### config.mk
export PLATFORM = sky130hd
export DESIGN_NAME = instr_fetch_unit
export DESIGN_NICKNAME = d
export VERILOG_FILES = /design/src/rtl/instr_fetch_unit.sv
export SDC_FILE = /design/constraint.sdc
export NUM_CORES = 1
export LEC_CHECK = 0
export BUFFER_PORTS_ARGS = -buffer_cell sky130_fd_sc_hd__buf_2
export CORE_UTILIZATION = 56
export CTS_CLUSTER_DIAMETER = 100
export DETAILED_ROUTE_END_ITERATION = 10
export PLACE_DENSITY_LB_ADDON = 0.3
export SLEW_MARGIN = 20
export SYNTH_ARGS = -nofsm -noshare
export SYNTH_HDL_FRONTEND = slang
export SYNTH_SLANG_ARGS = --single-unit
### constraint.sdc
create_clock -name clk -period 2.7 [get_ports clk]
set_clock_uncertainty 0.1 [all_clocks]
set_input_delay 0.54 -clock clk [delete_from_list [all_inputs] [get_ports clk]]
set_output_delay 0.54 -clock clk [all_outputs]
set_load 0.05 [all_outputs]
### src/rtl/instr_fetch_unit.sv
// Instruction fetch unit: walks a halfword PC, issues two 16-bit reads per
// 32-bit instruction, assembles {hi,lo} and offers it to decode over a
// valid/ready handshake. A one-cycle redirect flushes in-flight work.
module instr_fetch_unit #(
  parameter int                 DATAWIDTH = 16,
  parameter int                 ADDRBUS   = 20,
  parameter logic [ADDRBUS-1:0] RESET_PC  = '0
) (
  input  logic                   clk,
  input  logic                   rst_n,
  output logic [ADDRBUS-1:0]     mem_addr,
  output logic                   mem_oe,
  output logic                   mem_we,
  input  logic [DATAWIDTH-1:0]   mem_do,
  input  logic                   redirect,
  input  logic [ADDRBUS-1:0]     redirect_pc,
  output logic [2*DATAWIDTH-1:0] instr,
  output logic [ADDRBUS-1:0]     instr_pc,
  output logic                   instr_valid,
  input  logic                   instr_ready
);

  localparam int INSTRWIDTH = 2 * DATAWIDTH;
  // Clears bit 0 so every PC is an even halfword address.
  localparam logic [ADDRBUS-1:0] EVEN_MASK = {{(ADDRBUS-1){1'b1}}, 1'b0};

  typedef enum logic [1:0] {REQ_HI, REQ_LO, CAP, HOLD} state_t;

  state_t                 state;
  logic [ADDRBUS-1:0]     pc;
  logic [DATAWIDTH-1:0]   hi_reg;
  logic [INSTRWIDTH-1:0]  buf_data;
  logic [ADDRBUS-1:0]     buf_pc;

  // A consumer taking the current instruction this cycle frees the slot.
  logic take;
  assign take = instr_valid && instr_ready;

  assign mem_we = 1'b0;

  // Memory request decode from registered state only; held quiet during reset.
  always_comb begin
    mem_oe   = 1'b0;
    mem_addr = '0;
    if (rst_n) begin
      case (state)
        REQ_HI: begin
          mem_oe   = 1'b1;
          mem_addr = pc;
        end
        REQ_LO: begin
          mem_oe   = 1'b1;
          mem_addr = pc + ADDRBUS'(1);
        end
        default: begin
          mem_oe   = 1'b0;
          mem_addr = pc;
        end
      endcase
    end
  end

  // Fetch FSM: two reads, capture, then either hand off or park until the slot frees.
  always_ff @(posedge clk or negedge rst_n) begin
    if (!rst_n) begin
      state       <= REQ_HI;
      pc          <= RESET_PC & EVEN_MASK;
      hi_reg      <= '0;
      buf_data    <= '0;
      buf_pc      <= '0;
      instr       <= '0;
      instr_pc    <= '0;
      instr_valid <= 1'b0;
    end else if (redirect) begin
      // Any data still coming back from the old stream is simply never captured.
      state       <= REQ_HI;
      pc          <= redirect_pc & EVEN_MASK;
      hi_reg      <= '0;
      buf_data    <= '0;
      buf_pc      <= '0;
      instr_valid <= 1'b0;
    end else begin
      case (state)
        REQ_HI: begin
          if (take) instr_valid <= 1'b0;
          state <= REQ_LO;
        end
        REQ_LO: begin
          if (take) instr_valid <= 1'b0;
          hi_reg <= mem_do;
          state  <= CAP;
        end
        CAP: begin
          buf_data <= {hi_reg, mem_do};
          buf_pc   <= pc;
          pc       <= pc + ADDRBUS'(2);
          if (!instr_valid || instr_ready) begin
            instr       <= {hi_reg, mem_do};
            instr_pc    <= pc;
            instr_valid <= 1'b1;
            state       <= REQ_HI;
          end else begin
            state <= HOLD;
          end
        end
        HOLD: begin
          // The slot is full in HOLD; a take is immediately backfilled from the buffer.
          if (instr_ready) begin
            instr    <= buf_data;
            instr_pc <= buf_pc;
            state    <= REQ_HI;
          end
        end
        default: state <= REQ_HI;
      endcase
    end
  end

endmodule

==> impl_results.md, run 1 <==
* Count of cells along the worst register-to-register path at 5
* Total congestion overflow after global routing at 0
* Post-DR wirelength/cell at approximately 16 um
* Clock buffers created by TritonCTS at 17
* Xor/xnor share of the synthesized area at about 1.5%
* Post-synthesis instance area at around 6300 um2
* Sinks on Clock Net at 142
* Hold Vio Cnt, Final at 0
* Class of the most critical setup path: in -> out
* Nets at 821
* Number of antenna violations at the first check in global routing at 1
* Achievable frequency at a little under 0.4 GHz
* Total power divided by cell area at 923 nW/um2
* Post-synthesis async set-or-reset flop share at 100%
* Final routed wirelength across all metal layers at 14700 um
* Count of unique library cells instantiated by Yosys at 36
* Min-Delay Endpoint: state[1]
* Ant diodes at 0
* Worst path buffer plus inverter count at 3
* Max-capacitance violation count at 0
* Adder and majority cell fraction of the synthesized area at 0.197%
* Data arrival at the endpoint of the critical path at between 1500 and 2000 ps
* Iteration count of the initial detailed-routing pass at 6
* Hold path depth at 2
* Ports at about 120
* CTS clk-pin slew, worst paths at 60 ps
* Drc violations at 0
* Unrepaired setup endpoints after global routing: false
* Simple-gate area share of the yosys netlist at between 10% and 20%
* Register-to-Register Setup Slack at 570 ps
* Fin cells at between 900 and 1k
* Required arrival time at the worst endpoint at 2060 ps
* Largest registers: buf_data: 32 flops, instr: 32 flops
* Maximum ir drop on the vdd rail at 0.476 mV
* Worst Tran Pin Value at slightly above 800 ps
* Bufs on Longest Clock Path at 2
* Worst R2R End: pc[17]
* Standby leakage power at between 3 and 4 nW
* Post-route fraction of the period consumed by the critical path at between 90% and 100%
* TritonCTS clock tree: yes
* Number of flip-flops and latches in the synthesized netlist at 142
* Compound-cell area share of the yosys netlist at 12.2%
* Critical path's slowest cell: sky130_fd_sc_hd__dlygate4sd3_1
* Remaining antenna violation count at 0
* Sequential cell area fraction in the yosys report at 56.0%
* Layout Area Growth over Synthesis at 20.3%
* HPWL Detailed at 9440 um
* Total nets after synthesis at 722
* Worst-path maximum fanout at 49
* Total setup buffers inserted after CTS at 0
* IO Port Bufs at 112
* Fraction of final layout cells sized beyond drive strength 1 at about a fifth
* Startpoint Class: primary input
* Crit path largest cell delay at approximately 540 ps
* Kind of capture point of the worst setup path: output port
* Number of global-route vias before repair at between 4k and 5k
* H-tree lvl count at 4
* Cells after DPL at 900
* Status: finished clean
* Number of enable-type register cells in the synthesized netlist at 0
* Launch point of the worst hold path: instr_ready
* CTS root buf: sky130_fd_sc_hd__clkbuf_16
* Average vias per placed instance at approximately 5.6
* Mean Syn Cell Area at 9.32 um2
* DRC marker count from the first detailed-route iteration at 310
* Maximum number of pins on one net before global-route repair at 75
* Horizontal die dimension at 108 um
* Insertion delay to the later sink of the worst-skew pair at 410 ps
* Category of cells accounting for the largest share of critical-path delay: buffers and inverters
* Setup violators final at 0
* Overall global routing resource usage at 26.7%
* Warning count from the yosys run at 0
* First-pass GRT wire length at 24100 um
* Total number of placement rows at 38
* Final total negative setup slack at 0 ps
* Launch instance of the worst register-to-register path: pc[1]
* Shortest clock period the worst path allows after layout at ~2600 ps
* Dominant combinational cell family by area after synthesis: simple AND/OR/NAND/NOR gates
* Via count at 5206
* Leading register cell type out of synthesis: sky130_fd_sc_hd__dfrtp_1
* Total Die Area at 11800 um2
* Path category of the worst min-delay check: in -> reg
* Multiplexer share of the synthesized area at 8.36%
* Final Max Slew Viols at 0
* Max-slew headroom at 45.5%
* Starting utilization of the core area at 58.1%
* Critical Path Stages at 4
* Die Y-Extent at roughly 110 um
* Routability congestion estimate from global placement at 0.816
* Area of the core at 10900 um2
* Syn Inst Count at 681
* Chain of cells forming the critical path: dlygate4sd3_1, buf_6, nor2b_1, buf_2
-- cells by family (layout without fill, tap and decap cells) --
group / after synthesis / count (layout)
compound gates: 149 / 149
xor+xnor: 11 / 11
fa+ha+maj: 1 / 1
buf+inv: 57 / 167
flops: 142 / 142
mux: 53 / 53
other cells: 1 / 1
simple gates: 267 / 267
-- cell usage in the layout (no fill, tap or decap), types with 3 or more instances in the layout --
cell type	count
sky130_fd_sc_hd__a31oi_1	5
sky130_fd_sc_hd__nand3_1	3
sky130_fd_sc_hd__nand2_1	152
sky130_fd_sc_hd__buf_2	110
sky130_fd_sc_hd__clkbuf_16	17
sky130_fd_sc_hd__xnor2_1	9
sky130_fd_sc_hd__and2_1	21
sky130_fd_sc_hd__clkinv_2	4
sky130_fd_sc_hd__buf_4	14
sky130_fd_sc_hd__nor3_1	7
sky130_fd_sc_hd__o21ai_0	16
sky130_fd_sc_hd__a21oi_1	120
sky130_fd_sc_hd__mux2i_1	53
sky130_fd_sc_hd__inv_1	9
sky130_fd_sc_hd__nor2b_1	3
sky130_fd_sc_hd__nor2_1	60
sky130_fd_sc_hd__clkbuf_1	4
sky130_fd_sc_hd__dfrtp_1	142
sky130_fd_sc_hd__nand4_1	4
-- worst register-to-register path: cells and delay by family (launching register included) --
| kind | cells | cell delay [ps] |
|---|---|---|
| AO/OA/AOI/OAI | 1 | 160 |
| AND/OR/NAND/NOR | 3 | 1120 |
| flip-flops | 1 | 460 |
| adder cells (fa/ha/maj) | 1 | 200 |
-- cell type report --
| cell class | count | area, um2 |
|---|---|---|
| clock buffers | 23 | 468 |
| clock inverters | 7 | 88.8 |
| fillers | 822 | 3300 |
| inverters | 9 | 33.8 |
| multi-input cells | 482 | 2600 |
| flip-flops and latches | 142 | 3550 |
| well taps | 140 | 175 |
| repair buffers | 128 | 717 |
-- Yosys cell counts (3+ instances only) --
library cell	number	area (um2)
sky130_fd_sc_hd__xnor2_1	9	78.8
sky130_fd_sc_hd__a31oi_1	5	31.3
sky130_fd_sc_hd__nand2_1	153	574
sky130_fd_sc_hd__nand4_1	4	25.0
sky130_fd_sc_hd__nand3_1	3	15.0
sky130_fd_sc_hd__buf_1	9	33.8
sky130_fd_sc_hd__inv_1	9	33.8
sky130_fd_sc_hd__clkbuf_1	38	143
sky130_fd_sc_hd__nor2_1	60	225
sky130_fd_sc_hd__nor2b_1	4	25.0
sky130_fd_sc_hd__dfrtp_1	142	3550
sky130_fd_sc_hd__nor3_1	8	40.0
sky130_fd_sc_hd__and2_1	21	131
sky130_fd_sc_hd__mux2i_1	53	531
sky130_fd_sc_hd__a21oi_1	120	601
sky130_fd_sc_hd__o21ai_0	16	80.1
-- worst max path at each step --
stage	end	slack, ps	start
detailed placement	pc[17]	580	pc[1]
CTS	mem_oe	120	rst_n
finish	mem_oe	140	rst_n
global placement	pc[17]	630	pc[1]
global route	mem_oe	70	rst_n
floorplan	mem_addr[0]	370	state[0]
-- per-layer routing --
| metal | vias up | track usage (%) | share of wire, % |
|---|---|---|---|
| met5 | - | 0 | 0.089 |
| met4 | 2 | 11.3 | 2.5 |
| met3 | 40 | 5.91 | 4.9 |
| met2 | 168 | 43.6 | 50 |
| met1 | 2518 | 34.5 | 43 |
| li1 | 2478 | - | - |
-- report_power, final --
part	total, mW	switching (mW)	internal [mW]
registers	2.71	0.228	2.48
logic	2.11	1.62	0.496
clock network	2.23	0.834	1.39
total	7.05	2.68	4.36
-- through the flow --
stage	total power, mW	instance area, um2	util [%]	hold slack [ps]	setup slack [ps]
3_3_place_gp	4.80	7070	64.6	352	626
3_5_place_dp	4.85	7070	64.6	362	583
2_1_floorplan	4.28	6350	-	144	367
6_report	7.05	7640	69.8	229	141
4_1_cts	7.09	7640	69.8	217	123
5_1_grt	7.36	7640	69.8	220	73.7
-- timing repair --
action / in CTS / in global routing
endpoints found under the hold margin: 25 / 0
resized for setup: 0 / 0
hold buffers: 1 / 0
No activity file was read; power rests on OpenSTA's default activity.
==> run 2, diff against run 1 <==
--- a/config.mk
+++ b/config.mk
@@ -6,11 +6,13 @@
 export NUM_CORES = 1
 export LEC_CHECK = 0
 export BUFFER_PORTS_ARGS = -buffer_cell sky130_fd_sc_hd__buf_2
+export CORE_ASPECT_RATIO = 1.2
 export CORE_UTILIZATION = 56
 export CTS_CLUSTER_DIAMETER = 100
+export CTS_CLUSTER_SIZE = 25
 export DETAILED_ROUTE_END_ITERATION = 10
 export PLACE_DENSITY_LB_ADDON = 0.3
-export SLEW_MARGIN = 20
+export SLEW_MARGIN = 25
 export SYNTH_ARGS = -nofsm -noshare
 export SYNTH_HDL_FRONTEND = slang
 export SYNTH_SLANG_ARGS = --single-unit
==> run 2 against run 1 <==
Count of clock-buffer cells in the layout shrank 4. Sequential cell count is the same. Largest cell class unchanged. Design area grew 1.2%. Power grew 5.6%. Fmax shrank 1.2%. Sequential share of layout area shrank 0.54 points. Non-clock buffer count shrank 3. Global-route usage grew 0.89 points. Sequential power is essentially flat.
==> impl_results.md, run 2 (synthesis gave the netlist of run 1 again) <==
* Status: finished clean
* Total power divided by cell area at 963 nW/um2 (+4.3%)
* Sinks on Clock Net at 142 (unchanged)
* Launch point of the worst hold path: redirect_pc[3]
* Register-to-Register Setup Slack at 540 ps (-30 ps)
* Number of antenna violations at the first check in global routing at 1 (unchanged)
* Iteration count of the initial detailed-routing pass at 5 (-1)
* Ant diodes at 0 (unchanged)
* Insertion delay to the later sink of the worst-skew pair at 420 ps (about the same)
* CTS clk-pin slew, worst paths at 60 ps (about the same)
* TritonCTS clock tree: yes
* Area after detailed placement at 7050 um2 (-0.28%)
* Setup violators final at 0 (unchanged)
* HPWL Detailed at 9330 um (-1.2%)
* Die Y-Extent at 119 um (+9.4%)
* Worst Setup SP: rst_n
* Routed length on met1 at 6370 um (+1.5%)
* Maximum number of pins on one net before global-route repair at 71 (-5.3%)
* Hold Vio Cnt, Final at 0 (unchanged)
* Required arrival time at the worst endpoint at 2060 ps (about the same)
* Area of the core at 11000 um2 (+0.92%)
* Path category of the worst min-delay check: in -> reg
* First-pass GRT wire length at 25400 um (+5.2%)
* Remaining antenna violation count at 0 (unchanged)
* Ports at 115 (unchanged)
* Crit path largest cell delay at 540 ps (about the same)
* Worst Tran Pin Value at 749 ps (-62.3 ps)
* Chain of cells forming the critical path: dlygate4sd3_1, clkbuf_8, and2_1, buf_2
* Unrepaired setup endpoints after global routing: false
* Achievable frequency at 0.386 GHz (-1.2%)
* Layout Area Growth over Synthesis at 21.7%
* Routability congestion estimate from global placement at 0.872 (+6.8%)
* Final Max Slew Viols at 0 (unchanged)
* Kind of capture point of the worst setup path: output port
* Max-slew headroom at 49.7% (+4.2 points)
* Clock buffers created by TritonCTS at 17 (unchanged)
* H-tree lvl count at 4 (unchanged)
* Highest routing layer actually used: met5
* Final total negative setup slack at 0 ps (unchanged)
* Largest registers: buf_data: 32 flops, instr: 32 flops
* Routed wire length on met2 at 7610 um (+4.5%)
* Worst R2R End: pc[17]
* Starting utilization of the core area at 57.5% (-0.53 points)
* Overall global routing resource usage at 27.6% (+0.89 points)
* Shortest clock period the worst path allows after layout at 2590 ps (+29.9 ps)
* Average vias per placed instance at 5.71 (+2.1%)
* Final routed wirelength across all metal layers at 15200 um (+3.7%)
* Class of the most critical setup path: in -> out
* Horizontal die dimension at 99.2 um (-8.6%)
* Bufs on Longest Clock Path at 2 (unchanged)
* Data arrival at the endpoint of the critical path at 1950 ps (+30 ps)
* Number of global-route vias before repair at 5195 (+4.3%)
* CTS root buf: sky130_fd_sc_hd__clkbuf_16
* Total Die Area at 11800 um2 (about the same)
* Total congestion overflow after global routing at 0 (unchanged)
* Fraction of final layout cells sized beyond drive strength 1 at 20.8% (+0.41 points)
* Min-Delay Endpoint: pc[3]
* Total number of placement rows at 42 (+11%)
* Drc violations at 0 (unchanged)
* Highest-count cells in the layout ignoring fill and taps: 152 x sky130_fd_sc_hd__nand2_1, 142 x sky130_fd_sc_hd__dfrtp_1, 120 x sky130_fd_sc_hd__a21oi_1
* Total setup buffers inserted after CTS at 0 (unchanged)
* IO Port Bufs at 112 (unchanged)
* Launch instance of the worst register-to-register path: pc[2]
* Via count at 5263 (+1.1%)
* Standby leakage power at 3.76 nW (+0.67%)
* Post-route cell area at 7730 um2 (+1.2%)
* DRC marker count from the first detailed-route iteration at 324 (+4.5%)
* Post-route fraction of the period consumed by the critical path at 95.9% (+1.1 points)
* Max-capacitance violation count at 0 (unchanged)
* Nets at 818 (-0.37%)
* Leading cell type in the layout, fill and taps excluded: sky130_fd_sc_hd__nand2_1
* Startpoint Class: primary input
* Count of cells along the worst register-to-register path at 5 (unchanged)
* Met3 wire len at 862 um (+20%)
* Worst-path maximum fanout at 62 (+27%)
* Critical path's slowest cell: sky130_fd_sc_hd__dlygate4sd3_1
* Hold path depth at 3 (+1)
* Post-DR wirelength/cell at 16.5 um (+4.7%)
* Maximum ir drop on the vdd rail at 0.555 mV (+17%)
-- run 2: changes by cell type in the layout (fill, tap and decap cells not counted), moves of 3 or more --
cell	delta
sky130_fd_sc_hd__clkinvlp_4	+4
sky130_fd_sc_hd__buf_4	-4
sky130_fd_sc_hd__clkbuf_1	-4
sky130_fd_sc_hd__bufinv_16	+3
sky130_fd_sc_hd__clkinv_2	-3
-- run 2: stage by stage --
stage               hold slack [ps]  utilization, %  worst slack, ps  power [mW]  std cells
global route                    236            70.0             15.2        7.72        922
floorplan                       144               -              367        4.28        681
finish                          228            70.0              111        7.44        922
CTS                             221            70.0             69.6        7.45        922
global placement                400            63.9              635        4.81        889
detailed placement              409            63.9              562        4.86        889
-- run 2: worst max path at each step --
stage / slack, ps / cells past startpoint / end
floorplan: 370 / 5 / mem_addr[0]
global placement: 640 / 5 / pc[17]
detailed placement: 560 / 5 / pc[17]
CTS: 70 / 4 / mem_addr[11]
global route: 20 / 4 / mem_addr[12]
finish: 110 / 4 / mem_addr[11]
-- run 2: per-layer routing --
layer | vias up | track usage, %
met4 | 2 | 11.1
met5 | - | 0
li1 | 2465 | -
met1 | 2581 | 36.2
met2 | 180 | 44.9
met3 | 35 | 5.85
-- run 2: where the power goes --
group | internal [mW] | switching, mW
logic | 0.496 | 1.62
registers | 2.48 | 0.243
clock network | 1.69 | 0.908
total | 4.66 | 2.77
-- run 2: final cells by class --
type / instances / area [um2]
Clock inverter: 13 / 211
Clock buffer: 19 / 453
Timing Repair Buffer: 125 / 709
Tap cell: 132 / 165
Sequential cell: 142 / 3550
Inverter: 9 / 33.8
Fill cell: 801 / 3310
Multi-Input combinational cell: 482 / 2600
-- run 2: what timing repair did --
item,in CTS,in global routing
endpoints found under the setup margin,0,9
hold endpoints to repair,39,0
hold buffers,1,0
gates resized for setup,0,1
-- run 2: critical path, delay by kind of cell --
kind / cells / cell delay, ps
and+or+nand+nor: 1 / 200
buffers and inverters: 3 / 1190
==> run 3, diff against run 2 <==
--- a/config.mk
+++ b/config.mk
@@ -6,8 +6,10 @@
 export NUM_CORES = 1
 export LEC_CHECK = 0
 export BUFFER_PORTS_ARGS = -buffer_cell sky130_fd_sc_hd__buf_2
+export CELL_PAD_IN_SITES_DETAIL_PLACEMENT = 2
+export CELL_PAD_IN_SITES_GLOBAL_PLACEMENT = 2
 export CORE_ASPECT_RATIO = 1.2
-export CORE_UTILIZATION = 56
+export CORE_UTILIZATION = 34
 export CTS_CLUSTER_DIAMETER = 100
 export CTS_CLUSTER_SIZE = 25
 export DETAILED_ROUTE_END_ITERATION = 10
==> run 3 against run 2 <==
Sequential share of layout area shrank 0.48 points. Combinational power about the same. Power is 1.6% lower. Routed wire length rose by 25%. Fmax fell by 1.6%. Core utilization is 27 points lower. Sequential cell count is the same. Largest power group unchanged. Highest routed layer is now met4.
==> impl_results.md, run 3 (synthesis gave the netlist of run 1 again) <==
* Number of antenna violations at the first check in global routing at 0 (-1)
* Average vias per placed instance at 5.22 (-8.5%)
* Die Y-Extent at 152 um (+28%)
* Starting utilization of the core area at 34.8% (-23 points)
* Data arrival at the endpoint of the critical path at 1990 ps (+40 ps)
* Fill cell instance count of the final layout at 1998 (+150%)
* Worst-path maximum fanout at 50 (-19%)
* Area after detailed placement at 7180 um2 (+1.8%)
* Largest registers: buf_data: 32 flops, instr: 32 flops
* Max-capacitance violation count at 0 (unchanged)
* Status: finished clean
* PnR Total Power at 7.32 mW (-1.6%)
* Final total negative setup slack at 0 ps (unchanged)
* Post-route cell area at 7810 um2 (+1.1%)
* Clock buffers created by TritonCTS at 17 (unchanged)
* Overall global routing resource usage at 21.0% (-6.7 points)
* Startpoint Class: primary input
* Total number of placement rows at 54 (+29%)
* Nets at 820 (+0.24%)
* Maximum ir drop on the vdd rail at 0.522 mV (-5.9%)
* Fraction of final layout cells sized beyond drive strength 1 at 21.0% (+0.20 points)
* Horizontal die dimension at 127 um (+28%)
* DRC marker count from the first detailed-route iteration at 249 (-23%)
* Maximum number of pins on one net before global-route repair at 108 (+52%)
* Number of global-route vias before repair at 5888 (+13%)
* Shortest clock period the worst path allows after layout at 2630 ps (+43.1 ps)
* Area of the core at 18200 um2 (+65%)
* Count of cells along the worst register-to-register path at 4 (-1)
* Bufs on Longest Clock Path at 2 (unchanged)
* Setup violators final at 0 (unchanged)
* Post-DR wirelength/cell at 18.7 um (+13%)
* Crit path capture: mem_oe
* Sinks on Clock Net at 142 (unchanged)
* Worst R2R End: pc[19]
* CTS root buf: sky130_fd_sc_hd__clkbuf_16
* Final routed wirelength across all metal layers at 19000 um (+25%)
* Post-route fraction of the period consumed by the critical path at 97.5% (+1.6 points)
* Via count at 5304 (+0.78%)
* TritonCTS clock tree: yes
* Hold Vio Cnt, Final at 0 (unchanged)
* Drc violations at 0 (unchanged)
* HPWL Detailed at 12400 um (+32%)
* Standby leakage power at 3.75 nW (-0.22%)
* Cells after DPL at 983 (+11%)
* Total congestion overflow after global routing at 0 (unchanged)
* Worst Tran Pin Value at 669 ps (-79.6 ps)
* Register-to-Register Setup Slack at 470 ps (-70 ps)
* Launch instance of the worst register-to-register path: state[1]
* Kind of capture point of the worst setup path: output port
* Ant diodes at 0 (unchanged)
* Ports at 115 (unchanged)
* Path category of the worst min-delay check: in -> reg
* Achievable frequency at 0.380 GHz (-1.6%)
* IO Port Bufs at 112 (unchanged)
* Total power divided by cell area at 937 nW/um2 (-2.6%)
* Max-slew headroom at 55.4% (+5.7 points)
* Total Die Area at 19200 um2 (+63%)
* Insertion delay to the later sink of the worst-skew pair at 430 ps (about the same)
* Iteration count of the initial detailed-routing pass at 5 (unchanged)
* Layout Area Growth over Synthesis at 23.0%
* Class of the most critical setup path: in -> out
* Fin cells at 1016 (+10%)
* H-tree lvl count at 4 (unchanged)
* First-pass GRT wire length at 30900 um (+22%)
* CTS clk-pin slew, worst paths at 60 ps (about the same)
* Leading cell type in the layout, fill and taps excluded: sky130_fd_sc_hd__nand2_1
* Worst Setup SP: rst_n
* Required arrival time at the worst endpoint at 2060 ps (about the same)
* Routability congestion estimate from global placement at 0.772 (-11%)
* Final Max Slew Viols at 0 (unchanged)
* Highest-count cells in the layout ignoring fill and taps: 152 x sky130_fd_sc_hd__nand2_1, 142 x sky130_fd_sc_hd__dfrtp_1, 120 x sky130_fd_sc_hd__a21oi_1
* Remaining antenna violation count at 0 (unchanged)
## run 3: cell count changes in the layout (fill, tap and decap cells not counted), sizes merged
cell / change
buf: +3
bufinv: -2
clkbuf: -1
inv: +2
## run 3: critical path, cell delays in order
cell and delay [ps]:
sky130_fd_sc_hd__dlygate4sd3_1 580, sky130_fd_sc_hd__buf_8 310, sky130_fd_sc_hd__nor2b_1 230, sky130_fd_sc_hd__buf_2 300
## run 3: cell type report
cell class | count | area, um2 | area share (%)
clock buffer | 19 | 453 | 5.80
inverter | 9 | 33.8 | 0.433
timing repair buffer | 127 | 726 | 9.29
tap | 224 | 280 | 3.59
sequential | 142 | 3550 | 45.5
clock inverter | 13 | 161 | 2.07
multi-input combinational | 482 | 2600 | 33.3
## run 3: timing repair
item | CTS | global route
endpoints found under the hold margin | 27 | 0
setup buffers | 0 | 0
resized for setup | 0 | 2
hold buffers | 1 | 0
endpoints found under the setup margin | 0 | 2
## run 3: per-layer routing
metal	vias to the layer above	global-route usage [%]	part of all wire [%]
met5	-	0	0
met4	0	6.43	1.4
met3	26	3.86	2.9
met2	95	38.7	53
met1	2727	24.8	43
li1	2456	-	-
## run 3: how the worst min path moves through the flow
stage,startpoint,endpoint,slack [ps],cells past startpoint
2_1_floorplan,rst_n,buf_data[0],140,0
3_3_place_gp,rst_n,instr_pc[2],380,1
3_5_place_dp,rst_n,instr_pc[2],390,1
4_1_cts,redirect_pc[6],pc[6],210,3
5_1_grt,redirect_pc[3],pc[3],220,3
6_report,redirect_pc[6],pc[6],220,3
## run 3: metrics by stage
step,util [%],worst slack [ps],hold slack (ps)
after global routing,42.8,-0.861,224
final,42.8,67.7,222
after CTS,42.8,6.01,209
after detailed placement,39.4,493,385
after global placement,39.4,552,375
after floorplan,-,367,144
## run 3: power by group
group / leakage [nW] / internal (mW) / switching, mW / total, mW
Sequential: 1.78 / 2.47 / 0.240 / 2.71
Clock: 0.292 / 1.50 / 0.950 / 2.45
Combinational: 1.67 / 0.497 / 1.65 / 2.15
Total: 3.75 / 4.48 / 2.84 / 7.32
